==> config.mk <==
export PLATFORM = sky130hd
export DESIGN_NAME = sc_lifo_arbiter
export DESIGN_NICKNAME = d
export VERILOG_FILES = /design/src/rtl/sc_lifo_arb_pkg.sv /design/src/rtl/sc_lifo_rsp_pipe.sv /design/src/rtl/sc_lifo_arbiter.sv
export SDC_FILE = /design/constraint.sdc
export NUM_CORES = 1
export LEC_CHECK = 0
export ABC_AREA = 1
export BUFFER_PORTS_ARGS = -buffer_cell sky130_fd_sc_hd__clkbuf_2
export CAP_MARGIN = 20
export CORE_ASPECT_RATIO = 1.2
export CORE_UTILIZATION = 41
export DETAILED_ROUTE_END_ITERATION = 10
export GPL_ROUTABILITY_DRIVEN = 0
export PLACE_DENSITY = 0.89
export SLEW_MARGIN = 20
export SYNTH_ARGS = -nofsm -noshare
export SYNTH_HDL_FRONTEND = slang
export SYNTH_SLANG_ARGS = --single-unit
==> constraint.sdc <==
create_clock -name clk -period 3.65 [get_ports clk]
set_input_delay 0.73 -clock clk [delete_from_list [all_inputs] [get_ports clk]]
set_output_delay 0.73 -clock clk [all_outputs]
set_load 0.005 [all_outputs]
==> src/rtl/sc_lifo_arb_pkg.sv <==
// Shared types and the round-robin picker for the sc_lifo arbiter.
package sc_lifo_arb_pkg;

    typedef enum logic [1:0] {
        ST_RUN   = 2'd0,
        ST_DRAIN = 2'd1,
        ST_CLR   = 2'd2
    } arb_state_e;

    // Widest requester vector the picker handles.
    localparam int MAX_REQ = 8;

    // One-hot grant for the first set bit at or above ptr, wrapping at num_req.
    function automatic logic [MAX_REQ-1:0] rr_pick(
        input logic [MAX_REQ-1:0] req_vec,
        input logic [2:0]         ptr,
        input int                 num_req
    );
        logic [MAX_REQ-1:0] gnt;
        logic               found;
        int                 idx;
        gnt   = '0;
        found = 1'b0;
        for (int i = 0; i < MAX_REQ; i++) begin
            idx = int'(ptr) + i;
            if (idx >= num_req) idx = idx - num_req;
            if ((i < num_req) && !found && req_vec[idx[2:0]]) begin
                gnt[idx[2:0]] = 1'b1;
                found         = 1'b1;
            end
        end
        return gnt;
    endfunction

endpackage

==> src/rtl/sc_lifo_rsp_pipe.sv <==
// Tracks which requester owns each outstanding LIFO read until its data returns.
module sc_lifo_rsp_pipe
    import sc_lifo_arb_pkg::*;
#(
    parameter int RD_LATENCY = 1,
    parameter int ID_W       = 2
) (
    input  logic            clk,
    input  logic            reset_n,
    input  logic            in_valid,
    input  logic [ID_W-1:0] in_id,
    output logic            out_valid,
    output logic [ID_W-1:0] out_id,
    output logic            any_valid
);

    logic [RD_LATENCY-1:0] vld_q, vld_d;
    logic [ID_W-1:0]       id_q [RD_LATENCY];
    logic [ID_W-1:0]       id_d [RD_LATENCY];

    // Shift one stage per cycle; stage 0 takes the new read.
    always_comb begin
        vld_d[0] = in_valid;
        id_d[0]  = in_id;
        for (int i = 1; i < RD_LATENCY; i++) begin
            vld_d[i] = vld_q[i-1];
            id_d[i]  = id_q[i-1];
        end
    end

    // Stage registers; reset drops anything in flight.
    always_ff @(posedge clk or negedge reset_n) begin
        if (!reset_n) begin
            vld_q <= '0;
            for (int i = 0; i < RD_LATENCY; i++) id_q[i] <= '0;
        end else begin
            vld_q <= vld_d;
            for (int i = 0; i < RD_LATENCY; i++) id_q[i] <= id_d[i];
        end
    end

    assign out_valid = vld_q[RD_LATENCY-1];
    assign out_id    = id_q[RD_LATENCY-1];
    assign any_valid = |vld_q;

endmodule

==> src/rtl/sc_lifo_arbiter.sv <==
// Round-robin front end sharing one sc_lifo among several push/pop clients.
//
//   state    | meaning
//   ---------+-----------------------------------------------------
//   ST_RUN   | normal arbitration, one LIFO op per cycle at most
//   ST_DRAIN | clear requested; no grants, wait for reads to return
//   ST_CLR   | one-cycle lifo_clear, shadow count forced to zero
module sc_lifo_arbiter
    import sc_lifo_arb_pkg::*;
#(
    parameter int NUM_REQ    = 4,
    parameter int DATA_WIDTH = 32,
    parameter int LIFO_DEPTH = 12,
    parameter int RD_LATENCY = 1
) (
    input  logic                          clk,
    input  logic                          reset_n,
    input  logic [NUM_REQ-1:0]            push_valid,
    input  logic [NUM_REQ*DATA_WIDTH-1:0] push_data,
    output logic [NUM_REQ-1:0]            push_ready,
    input  logic [NUM_REQ-1:0]            pop_valid,
    output logic [NUM_REQ-1:0]            pop_ready,
    output logic                          rsp_valid,
    output logic [$clog2(NUM_REQ)-1:0]    rsp_id,
    output logic [DATA_WIDTH-1:0]         rsp_data,
    input  logic                          clear_req,
    output logic                          clear_busy,
    output logic [LIFO_DEPTH:0]           count,
    output logic                          lifo_wr,
    output logic [DATA_WIDTH-1:0]         lifo_data_in,
    output logic                          lifo_rd,
    output logic                          lifo_clear,
    input  logic [DATA_WIDTH-1:0]         lifo_data_out,
    input  logic                          lifo_full,
    input  logic                          lifo_empty,
    output logic                          err
);

    localparam int                  ID_W = $clog2(NUM_REQ);
    localparam logic [LIFO_DEPTH:0] CAP  = {1'b1, {LIFO_DEPTH{1'b0}}};

    arb_state_e            state_q, state_d;
    logic [LIFO_DEPTH:0]   count_q, count_d;
    logic [ID_W-1:0]       rr_ptr_q, rr_ptr_d;
    logic [DATA_WIDTH-1:0] data_in_q, data_in_d;
    logic                  mask_q, mask_d;
    logic                  err_q, err_d;

    logic                  run_en;
    logic [NUM_REQ-1:0]    pop_elig, push_elig, gnt;
    logic [ID_W-1:0]       gnt_idx;
    logic                  any_gnt;
    logic [DATA_WIDTH-1:0] push_word [NUM_REQ];
    logic                  pipe_out_valid, pipe_any;
    logic [ID_W-1:0]       pipe_out_id;

    for (genvar gi = 0; gi < NUM_REQ; gi++) begin : g_word
        assign push_word[gi] = push_data[gi*DATA_WIDTH +: DATA_WIDTH];
    end

    // State register.
    always_ff @(posedge clk or negedge reset_n) begin
        if (!reset_n) state_q <= ST_RUN;
        else          state_q <= state_d;
    end

    // Clear sequencing: drain outstanding reads before clearing the LIFO.
    always_comb begin
        state_d = state_q;
        case (state_q)
            ST_RUN:   if (clear_req) state_d = ST_DRAIN;
            ST_DRAIN: if (!pipe_any) state_d = ST_CLR;
            ST_CLR:   state_d = ST_RUN;
            default:  state_d = ST_RUN;
        endcase
    end

    // FSM outputs.
    always_comb begin
        run_en     = (state_q == ST_RUN);
        clear_busy = (state_q == ST_DRAIN) || (state_q == ST_CLR);
        lifo_clear = (state_q == ST_CLR);
    end

    // Eligibility gated by shadow count, then round-robin pick; pop beats push.
    // reset_n also gates eligibility so grants stay quiet while reset is held.
    always_comb begin
        pop_elig  = '0;
        push_elig = '0;
        if (run_en && reset_n) begin
            if (count_q != '0)  pop_elig  = pop_valid;
            if (count_q != CAP) push_elig = push_valid;
        end
        gnt        = NUM_REQ'(rr_pick(MAX_REQ'(pop_elig | push_elig), 3'(rr_ptr_q), NUM_REQ));
        pop_ready  = gnt & pop_elig;
        push_ready = gnt & push_elig & ~pop_elig;
        any_gnt    = |gnt;
        gnt_idx    = '0;
        for (int i = 0; i < NUM_REQ; i++) begin
            if (gnt[i]) gnt_idx = ID_W'(i);
        end
    end

    assign lifo_wr      = |push_ready;
    assign lifo_rd      = |pop_ready;
    assign lifo_data_in = lifo_wr ? push_word[gnt_idx] : data_in_q;

    // Next values for pointer, count, held write data and the status checker.
    always_comb begin
        rr_ptr_d = rr_ptr_q;
        if (any_gnt) rr_ptr_d = (gnt_idx == ID_W'(NUM_REQ-1)) ? '0 : gnt_idx + 1'b1;

        count_d = count_q;
        if (lifo_clear)   count_d = '0;
        else if (lifo_wr) count_d = count_q + 1'b1;
        else if (lifo_rd) count_d = count_q - 1'b1;

        data_in_d = lifo_data_in;

        // sc_lifo status may lag one cycle behind any operation.
        mask_d = lifo_wr | lifo_rd | lifo_clear;
        err_d  = err_q | (!mask_q && (((count_q == '0) != lifo_empty) ||
                                      ((count_q == CAP) != lifo_full)));
    end

    // Datapath registers.
    always_ff @(posedge clk or negedge reset_n) begin
        if (!reset_n) begin
            count_q   <= '0;
            rr_ptr_q  <= '0;
            data_in_q <= '0;
            mask_q    <= 1'b0;
            err_q     <= 1'b0;
        end else begin
            count_q   <= count_d;
            rr_ptr_q  <= rr_ptr_d;
            data_in_q <= data_in_d;
            mask_q    <= mask_d;
            err_q     <= err_d;
        end
    end

    sc_lifo_rsp_pipe #(
        .RD_LATENCY (RD_LATENCY),
        .ID_W       (ID_W)
    ) u_rsp_pipe (
        .clk       (clk),
        .reset_n   (reset_n),
        .in_valid  (lifo_rd),
        .in_id     (gnt_idx),
        .out_valid (pipe_out_valid),
        .out_id    (pipe_out_id),
        .any_valid (pipe_any)
    );

    assign rsp_valid = pipe_out_valid;
    assign rsp_id    = pipe_out_id;
    assign rsp_data  = pipe_out_valid ? lifo_data_out : '0;
    assign count     = count_q;
    assign err       = err_q;

endmodule
==> flow_summary.json, run 1 <==
{
  "outcome": "finished with violations",
  "maxSlewViolCount": 0,
  "area_growth_pct": 66.16,
  "die_w_um": 100.0,
  "clockBufferDepth": 2,
  "fillers": 893,
  "dieArea_mm2": 0.01196,
  "setup_ws_ns": -0.4153,
  "cts-root-buf": "clkbuf_16",
  "period_needed_ns": 4.065,
  "wl_um": 19390,
  "fp.dieH_um": 119.6,
  "ys_ff_latch": 54,
  "violations": "negative setup slack",
  "multi_input_area_mm2": 0.003192,
  "hold_viol": 0,
  "r2r_slack_ns": -0.42,
  "vias": 6209,
  "antenna_left": 0,
  "setup_viol": 37,
  "min-delay-start": "mask_q$_DFF_PN0_",
  "avgSynthCellArea_um2": 6.869,
  "drc": 0,
  "maxCapViolCount": 0,
  "ios": 266,
  "hold_path.class": "register to register",
  "core-area_mm2": 0.01114,
  "post-route-period-util_pct": 111.4,
  "end_kind": "register",
  "final_cells": 1187,
  "synth-edff-count": 0,
  "timing.fmax_mhz": 246.0,
  "antenna_cells": 0,
  "hold_path_depth": 1,
  "p_leak_nw": 4.597,
  "yosysWarnings": 0,
  "dp.cells": 1143,
  "io_buffer_count": 265,
  "timing.hold.ws_ns": 0.4437,
  "clk_latency_ns": 0.30,
  "hold_buffers": 0,
  "slowest_stage": "dfrtp_1",
  "grt_usage_pct": 30.59,
  "grt_pass1_vias": 5798,
  "startpoint_type": "register",
  "drive_gt1_share_pct": 46.56,
  "start_util_pct": 42.42,
  "fin_skew_ns": 0.009512,
  "rr_startpoint": "state_q[1]$_DFFE_PN0P_",
  "worstMarginPinSlew_ns": 0.9664,
  "vdd_drop_max_mv": 1.163,
  "reg2reg_to": "count[12]$_DFFE_PN0P_",
  "fin_area_mm2": 0.007853,
  "grt_overflow_total": 0,
  "rows": 42,
  "grt_start_max_net_pins": 55,
  "min_delay_worst_endpoint": "err$_DFF_PN0_",
  "crit_path_max_fanout": 8,
  "crit_arrival_ns": 4.24,
  "path_depth": 29,
  "grt_pass1_wl_um": 28450,
  "synth.yosys.seq_area_share_pct": 28.59,
  "netlist_area_mm2": 0.004726,
  "synth-async-reset-ratio_pct": 100.0,
  "synthFlopType": "dfrtp_1",
  "place_area_mm2": 0.006693,
  "synth_nets": 885,
  "clock_sinks": 54,
  "setup-tns-final_ns": -9.228,
  "post_drt_via_cell_ratio": 5.231,
  "htreeDepth": 2,
  "final_nets": 1229,
  "crit_top_cell": "nand2_1",
  "powerDensity_mw_per_mm2": 1496,
  "max_stage_delay_ns": 0.40,
  "drt_pass1_iterations": 4,
  "rsz0062_at_grt": "yes",
  "cp.required_ns": 3.83,
  "cts_buffers": 5,
  "dpl.hpwl_um": 12430,
  "critPathKind": "register to register",
  "maxSlewHeadroom_pct": 35.58,
  "synth_cell_type_count": 36,
  "worst_r2r_path_depth": 29,
  "worst-path-buf-inv": 1,
  "syn_inst": 688,
  "drtIter0Drc": 417,
  "cts.reportedPaths.clkPinSlew_ns": 0.07,
  "cp_top_family": "simple AND/OR/NAND/NOR gates",
  "seq_area_mm2": 0.001351,
  "antenna_found_initial": 0,
  "tritoncts": "yes",
  "routedWlPerCell_um": 16.34
}
## per-layer routing
layer / routed length, um / GRT usage [%] / part of all wire (%) / up-vias
li1: - / - / - / 2920
met1: 7379 / 36.78 / 38 / 2879
met2: 9911 / 53.53 / 51 / 328
met3: 1183 / 4.193 / 6.1 / 82
met4: 919 / 14.40 / 4.7 / 0
met5: 0 / 0 / 0 / -
## area by class of cell
type	instances	share of cell area, %
Clock inverter	1	0.3824
Clock buffer	7	1.689
Timing Repair Buffer	371	33.40
Multi-Input combinational cell	517	40.65
Inverter	83	4.222
Tap cell	154	2.454
Sequential cell	54	17.21
## sequential cells by signal (all words and copies together), names as in the netlist
register and flops:
count 13, data_in_q 32, err 1, mask_q 1, rr_ptr_q 2, state_q 2
u_rsp_pipe.any_valid 1, u_rsp_pipe.out_id 2
## stage by stage
step                setup WS [ns]  power (mW)  util (%)
floorplan                 0.01821       5.918         -
global placement          -0.2028       8.068     60.07
detailed placement        -0.3688       8.226     60.07
CTS                       -0.1777       10.95     67.87
global route              -0.7379       12.53     70.49
finish                    -0.4153       11.74     70.49
## synth_stat cells, types with 5 or more instances
cell	number	share of area [%]
nand2_1	200	16
inv_1	76	6.0
o21ai_1	75	7.9
nor2_1	59	4.7
dfrtp_1	54	29
o211ai_1	32	5.1
o21a_1	32	5.1
ha_1	23	6.1
nand3_1	22	2.3
nand2_2	17	2.3
a21oi_1	11	1.2
buf_6	10	2.4
clkbuf_1	8	0.64
buf_4	7	1.1
o21ai_0	7	0.74
xnor2_1	7	1.3
buf_2	6	0.64
nand3_2	5	1.1
## placed cells by master, fill, tap and decap left out, types with 4 or more instances in the layout
cell type	count
nor2_4	4
buf_6	4
nand3_2	11
buf_12	13
inv_2	5
bufbuf_16	6
nor2_1	47
o211ai_1	32
inv_1	72
o21ai_2	10
clkbuf_16	6
o21ai_0	4
o21a_1	32
buf_16	7
dfrtp_1	54
nand3_1	15
nand2_2	21
clkinv_1	4
nand2_1	181
xnor2_1	5
o21ai_1	67
buf_4	73
a21oi_2	4
a21oi_1	7
clkbuf_2	265
nand2_4	16
ha_1	19
nor2_2	12
## where the power goes
group / leakage [nW] / switching (mW) / internal, mW / total [mW]
sequential: 0.687 / 0.126 / 0.856 / 0.982
clock: 0.0781 / 0.220 / 0.325 / 0.546
combinational: 3.83 / 5.10 / 5.12 / 10.2
## logic make-up (layout without fill, tap and decap cells)
logic type / Yosys count / count (layout) / synth area share, %
buffers and inverters: 118 / 462 / 11.73
adder cells (fa/ha/maj): 24 / 24 / 6.513
AND/OR/NAND/NOR: 319 / 320 / 30.32
flip-flops: 54 / 54 / 28.59
XOR/XNOR: 10 / 10 / 1.853
AO/OA/AOI/OAI: 163 / 163 / 21.00
## repair_timing
item / in CTS / in global routing
setup buffers: 9 / 12
endpoints found under the setup margin: 35 / 41
resized for setup: 62 / 41
cloned: 14 / 1
pin swaps: 8 / 21
## worst max path at each step
| stage | startpoint | endpoint |
|---|---|---|
| floorplan | reset_n | count[12]$_DFFE_PN0P_ |
| global placement | reset_n | count[12]$_DFFE_PN0P_ |
| detailed placement | reset_n | count[12]$_DFFE_PN0P_ |
| CTS | count[9]$_DFFE_PN0P_ | lifo_data_in[0] |
| global route | count[1]$_DFFE_PN0P_ | count[12]$_DFFE_PN0P_ |
| finish | state_q[1]$_DFFE_PN0P_ | count[12]$_DFFE_PN0P_ |
No activity file was read; power rests on OpenSTA's default activity.
==> inputs of run 2 (changes only) <==
- CELL_PAD_IN_SITES_DETAIL_PLACEMENT: unset -> 0
- CELL_PAD_IN_SITES_GLOBAL_PLACEMENT: unset -> 2
- CORE_UTILIZATION: 41 -> 20
- PLACE_DENSITY: 0.89 -> unset
- PLACE_DENSITY_LB_ADDON: unset -> 0.25
==> run 2 against run 1 <==
- the run still ends with negative setup slack left
- largest power group unchanged
- sequential cell count stayed put
- register-to-register slack better by 0.17 ns
- first-iteration DRC count is 69% lower
- routed wire length is 6.4% higher
- clock-buffer cell count is 1 lower
- maximum frequency is 4.5% higher
- critical endpoint is now data_in_q[17]$_DFF_PN0_
- core utilization is 35 points lower
- global-route usage is 15 points lower
- via count is 6.3% lower
- die area is 100% higher
- worst setup slack better by 0.17 ns
- critical path depth is 3 higher
==> flow_summary.json, run 2 (synthesis gave the netlist of run 1 again) <==
{
  "outcome": "finished with violations",
  "violations": "negative setup slack",
  "critPathKind": "register to register",
  "die_w_um": 142.3,
  "clock_sinks": 54,
  "rows": 61,
  "final_common_cell": "clkbuf_2",
  "largest_reg_flops": 32,
  "fin_skew_ns": 0.007451,
  "clk_latency_ns": 0.31,
  "crit_top_cell": "buf_4",
  "max_stage_delay_ns": 0.39,
  "vias": 5816,
  "timing.fmax_mhz": 257.0,
  "worstMarginPinSlew_ns": 1.001,
  "startpoint_type": "register",
  "antenna_left": 0,
  "grt_start_max_net_pins": 50,
  "htreeDepth": 2,
  "io_buffer_count": 265,
  "dpl.hpwl_um": 14640,
  "hold_path_depth": 1,
  "period_needed_ns": 3.892,
  "grt_pass1_wl_um": 29680,
  "drt_pass1_iterations": 4,
  "vdd_drop_max_mv": 0.5969,
  "cts_buffers": 5,
  "antenna_cells": 0,
  "setup-tns-final_ns": -6.105,
  "powerDensity_mw_per_mm2": 1425,
  "final_nets": 1246,
  "setup_ws_ns": -0.2416,
  "routedWlPerCell_um": 15.11,
  "hold_path.class": "register to register",
  "drive_gt1_share_pct": 49.14,
  "end_kind": "register",
  "hold_buffers": 0,
  "wl_um": 20630,
  "hold_viol": 0,
  "post_drt_via_cell_ratio": 4.261,
  "grt_overflow_total": 0,
  "place_ws_ns": -0.4095,
  "setup_viol": 34,
  "cp.required_ns": 3.86,
  "maxSlewHeadroom_pct": 33.27,
  "fp.dieH_um": 170.4,
  "post-route-period-util_pct": 106.6,
  "ios": 266,
  "worst_r2r_path_depth": 32,
  "start_util_pct": 20.37,
  "crit_arrival_ns": 4.10,
  "cts-root-buf": "clkbuf_16",
  "dieArea_mm2": 0.02425,
  "drc": 0,
  "antenna_found_initial": 0,
  "grt_pass1_vias": 5516,
  "fillers": 2552,
  "slowest_stage": "dfrtp_1",
  "area_growth_pct": 73.23,
  "grt_usage_pct": 15.91,
  "p_leak_nw": 4.634,
  "maxCapViolCount": 0,
  "core-area_mm2": 0.02320,
  "tritoncts": "yes",
  "rsz0062_at_grt": "yes",
  "maxSlewViolCount": 0,
  "crit_path_max_fanout": 8,
  "drtIter0Drc": 129,
  "cts.reportedPaths.clkPinSlew_ns": 0.08,
  "layout_common_cells": "clkbuf_2, nand2_1, buf_4",
  "clockBufferDepth": 2,
  "regMostFlops": "data_in_q"
}
-- run 2: where the power goes --
group | switching (mW) | internal, mW
sequential | 0.117 | 0.855
clock | 0.243 | 0.325
combinational | 5.14 | 4.98
total | 5.50 | 6.16
-- run 2: layout make-up --
cell class	instances	area, um2	area share (%)
Inverter	83	329.1	4.020
Sequential cell	54	1351	16.51
Clock inverter	2	37.54	0.4585
Clock buffer	6	128.9	1.574
Multi-Input combinational cell	518	3307	40.39
Tap cell	315	394.1	4.814
Timing Repair Buffer	387	2639	32.23
-- run 2: through the flow --
step / hold slack [ns] / area (um2) / util, % / power [mW] / std cells
finish: 0.4305 / 8187 / 35.28 / 11.66 / 1365
global route: 0.4524 / 8187 / 35.28 / 12.73 / 1365
CTS: 0.4342 / 7685 / 33.12 / 10.82 / 1350
detailed placement: 0.4249 / 7022 / 30.26 / 8.540 / 1321
global placement: 0.4133 / 7022 / 30.26 / 8.623 / 1321
floorplan: 0.4059 / 4793 / - / 5.918 / 688
-- run 2: path summary, 6_finish.rpt --
check | start | slack (ns) | end
min in group asynchronous | reset_n | 0.46 | data_in_q[7]$_DFF_PN0_
setup / recovery | count[8]$_DFFE_PN0P_ | -0.24 | data_in_q[17]$_DFF_PN0_
hold reg to reg | mask_q$_DFF_PN0_ | 0.43 | err$_DFF_PN0_
setup reg to reg | count[8]$_DFFE_PN0P_ | -0.24 | data_in_q[17]$_DFF_PN0_
hold / removal | mask_q$_DFF_PN0_ | 0.43 | err$_DFF_PN0_
max in group asynchronous | reset_n | 2.29 | count[1]$_DFFE_PN0P_
-- run 2: repair_timing --
action | CTS | global route
buffers inserted | 14 | 9
endpoints found under the hold margin | 0 | 0
cloned | 7 | 7
pin swaps | 20 | 18
resized for setup | 56 | 76
setup endpoints to repair | 36 | 43
-- run 2: per-layer routing --
metal  part of all wire [%]  global-route usage (%)  vias up  routed length (um)
li1                       -                       -     2950                   -
met1                     41                   18.86     2673                8466
met2                     53                   29.35      176               10890
met3                    4.5                   2.448       17                 923
met4                    1.7                   4.348        0                 350
met5                      0                       0        -                   0
-- run 2: critical path, delay by kind of cell, from the launching register on --
kind,cells,cell delay (ns)
AOI/OAI and AO/OA,2,0.19
and+or+nand+nor,17,1.71
DFF,1,0.39
buffers and inverters,13,1.53
==> inputs of run 3 (changes only) <==
- CORE_UTILIZATION: 20 -> 19
- SYNTH_HIERARCHICAL: unset -> 1
==> run 3 against run 2 <==
- the flow still finishes with violations (negative setup slack)
- sequential cell count did not move
- design area up 5.7%
- critical path depth down 11
- clock skew is 0.0032 ns higher
- synthesized cell count shrank 0.58%
- clock-buffer cell count is the same
- area after synthesis fell by 5.7%
- largest cell class unchanged
- highest routed layer unchanged
==> flow_summary.json, run 3 <==
{
  "syn_inst": 684,
  "grt_pass1_vias": 5776,
  "hold_path.class": "primary input to asynchronous set/reset pin",
  "synthSimpleGateAreaFrac_pct": 33.54,
  "cts_buffers": 5,
  "drt_pass1_iterations": 4,
  "synth_nets": 881,
  "antenna_left": 0,
  "crit_path_max_fanout": 9,
  "rows": 61,
  "post_drt_via_cell_ratio": 4.234,
  "reg2reg_to": "count[12]$_DFFE_PN0P_",
  "netlist_area_mm2": 0.004458,
  "core-area_mm2": 0.02313,
  "wl_um": 20880,
  "drtIter0Drc": 120,
  "final_common_cell": "clkbuf_2",
  "synth_top_area_cell": "dfrtp_1",
  "grt_use_met2_pct": 32.06,
  "setup_viol": 38,
  "synth_compound_area_share_pct": 15.77,
  "timing.fmax_mhz": 252.8,
  "worstMarginPinSlew_ns": 0.9961,
  "maxSlewViolCount": 0,
  "cp.required_ns": 2.92,
  "end_kind": "output pin",
  "yosysWarnings": 6,
  "grt_pass1_wl_um": 29920,
  "synth_cell_type_count": 30,
  "regMostFlops": "data_in_q",
  "clock_sinks": 54,
  "slowest_stage": "dfrtp_1",
  "fin_skew_ns": 0.01062,
  "grtUsageMet1_pct": 17.11,
  "grtUsageMet3_pct": 3.217,
  "synth-edff-count": 0,
  "crit_arrival_ns": 3.23,
  "final_util_pct": 37.42,
  "cp_top_family": "simple AND/OR/NAND/NOR gates",
  "vias": 5851,
  "die_w_um": 141.8,
  "period_needed_ns": 3.955,
  "final_nets": 1263,
  "area_growth_pct": 94.11,
  "clockBufferDepth": 2,
  "startpoint_type": "register",
  "fp.dieH_um": 169.8,
  "synth.yosys.seq_area_share_pct": 30.31,
  "dieArea_mm2": 0.02408,
  "hold_viol": 0,
  "violations": "negative setup slack",
  "place_area_mm2": 0.006883,
  "synthFlopType": "dfrtp_1",
  "synth_fa_ha_area_share_pct": 6.904,
  "cts-root-buf": "clkbuf_16",
  "ios": 266,
  "io_buffer_count": 265,
  "htreeDepth": 2,
  "dpl.hpwl_um": 14360,
  "rsz0062_at_grt": "yes",
  "grt_start_max_net_pins": 54,
  "antenna_found_initial": 0,
  "grt_usage_pct": 16.23,
  "grt.busiest_layer": "met2",
  "setup_ws_ns": -0.3052,
  "clk_latency_ns": 0.31,
  "critPathKind": "register to output pin",
  "synthMuxAreaShare_pct": 0,
  "synth_commonest_cells": "nor2_1, nand2_1, inv_1",
  "netlist_top_cells_area": "dfrtp_1, nor2_1, nand2_1",
  "timing.hold.ws_ns": 0.4341,
  "synth-async-reset-ratio_pct": 100.0,
  "avgSynthCellArea_um2": 6.518,
  "worst-path-buf-inv": 4,
  "grt_overflow_total": 0,
  "synth.most_common_cell": "nor2_1",
  "post-route-period-util_pct": 108.4,
  "drive_gt1_share_pct": 55.20,
  "maxSlewHeadroom_pct": 33.60,
  "setup-tns-final_ns": -8.370,
  "worst_r2r_path_depth": 31,
  "cts.reportedPaths.clkPinSlew_ns": 0.08,
  "crit_path_cell_trace": "nor2_1, nand2_1, nor2_4, nand2_4, nand2_4, nand2_2, nand2_2, nand2_2, nand2_2, nand2_4, nor2_8, nand3_4, nand3_4, buf_6, nand2_4, nand2_8, clkinv_8, clkbuf_16, o21ai_2, a31oi_4, clkbuf_2",
  "r2r_slack_ns": -0.19,
  "antenna_cells": 0,
  "ys_ff_latch": 54,
  "layout_common_cells": "clkbuf_2, nor2_1, buf_4",
  "synth_top_family_by_area": "simple AND/OR/NAND/NOR gates",
  "rr_startpoint": "count[0]$_DFFE_PN0P_",
  "synth-xor-area-share_pct": 2.358,
  "start_util_pct": 19.28,
  "synth.top_cell.area_share_pct": 30.31,
  "tritoncts": "yes",
  "fin_area_mm2": 0.008653,
  "routedWlPerCell_um": 15.11,
  "drc": 0,
  "outcome": "finished with violations",
  "maxCapViolCount": 0,
  "largest_reg_flops": 32,
  "max_stage_delay_ns": 0.38
}
## run 3: cell families after synthesis
group	Yosys count
adders and majority gates	24
and+or+nand+nor	349
xor gates and xnor gates	12
buffers and inverters	115
AOI/OAI and AO/OA	130
DFF	54
## run 3: repair_timing
action,CTS,global route
buffers inserted,35,16
cloned,7,7
setup endpoints to repair,37,44
gates resized for setup,166,109
hold buffers,0,0
pin swaps,34,32
## run 3: layout make-up
type	instances	area, um2
well taps	315	394.1
fillers	2493	14470
inverters	84	336.6
clock inverters	2	37.54
multi-input cells	515	3522
clock buffers	6	128.9
flip-flops and latches	54	1351
repair buffers	406	2883
## run 3: how the worst max path moves through the flow
| stage | slack, ns | to | cells after the start | start |
|---|---|---|---|---|
| floorplan | 0.00006 | count[12]$_DFFE_PN0P_ | 27 | reset_n |
| global placement | -0.38 | count[12]$_DFFE_PN0P_ | 30 | reset_n |
| detailed placement | -0.37 | count[12]$_DFFE_PN0P_ | 30 | reset_n |
| CTS | -0.21 | lifo_data_in[16] | 20 | count[6]$_DFFE_PN0P_ |
| global route | -0.50 | lifo_data_in[2] | 21 | count[0]$_DFFE_PN0P_ |
| finish | -0.31 | lifo_data_in[2] | 21 | count[0]$_DFFE_PN0P_ |
## run 3: per-stage QoR
step	instances	worst slack, ns
6_report	1382	-0.3052
5_1_grt	1382	-0.5035
4_1_cts	1372	-0.2061
3_5_place_dp	1323	-0.3706
3_3_place_gp	1323	-0.3756
2_1_floorplan	684	0.00006439
## run 3: layer usage
layer	up-vias	wire, um
met5	-	0
met4	0	369
met3	22	1083
met2	202	11340
met1	2680	8094
li1	2947	-
Power of run 3 is left out: the tool's default activity adds up to more than one toggle a clock period on the data nets, which glitch-free logic cannot reach.
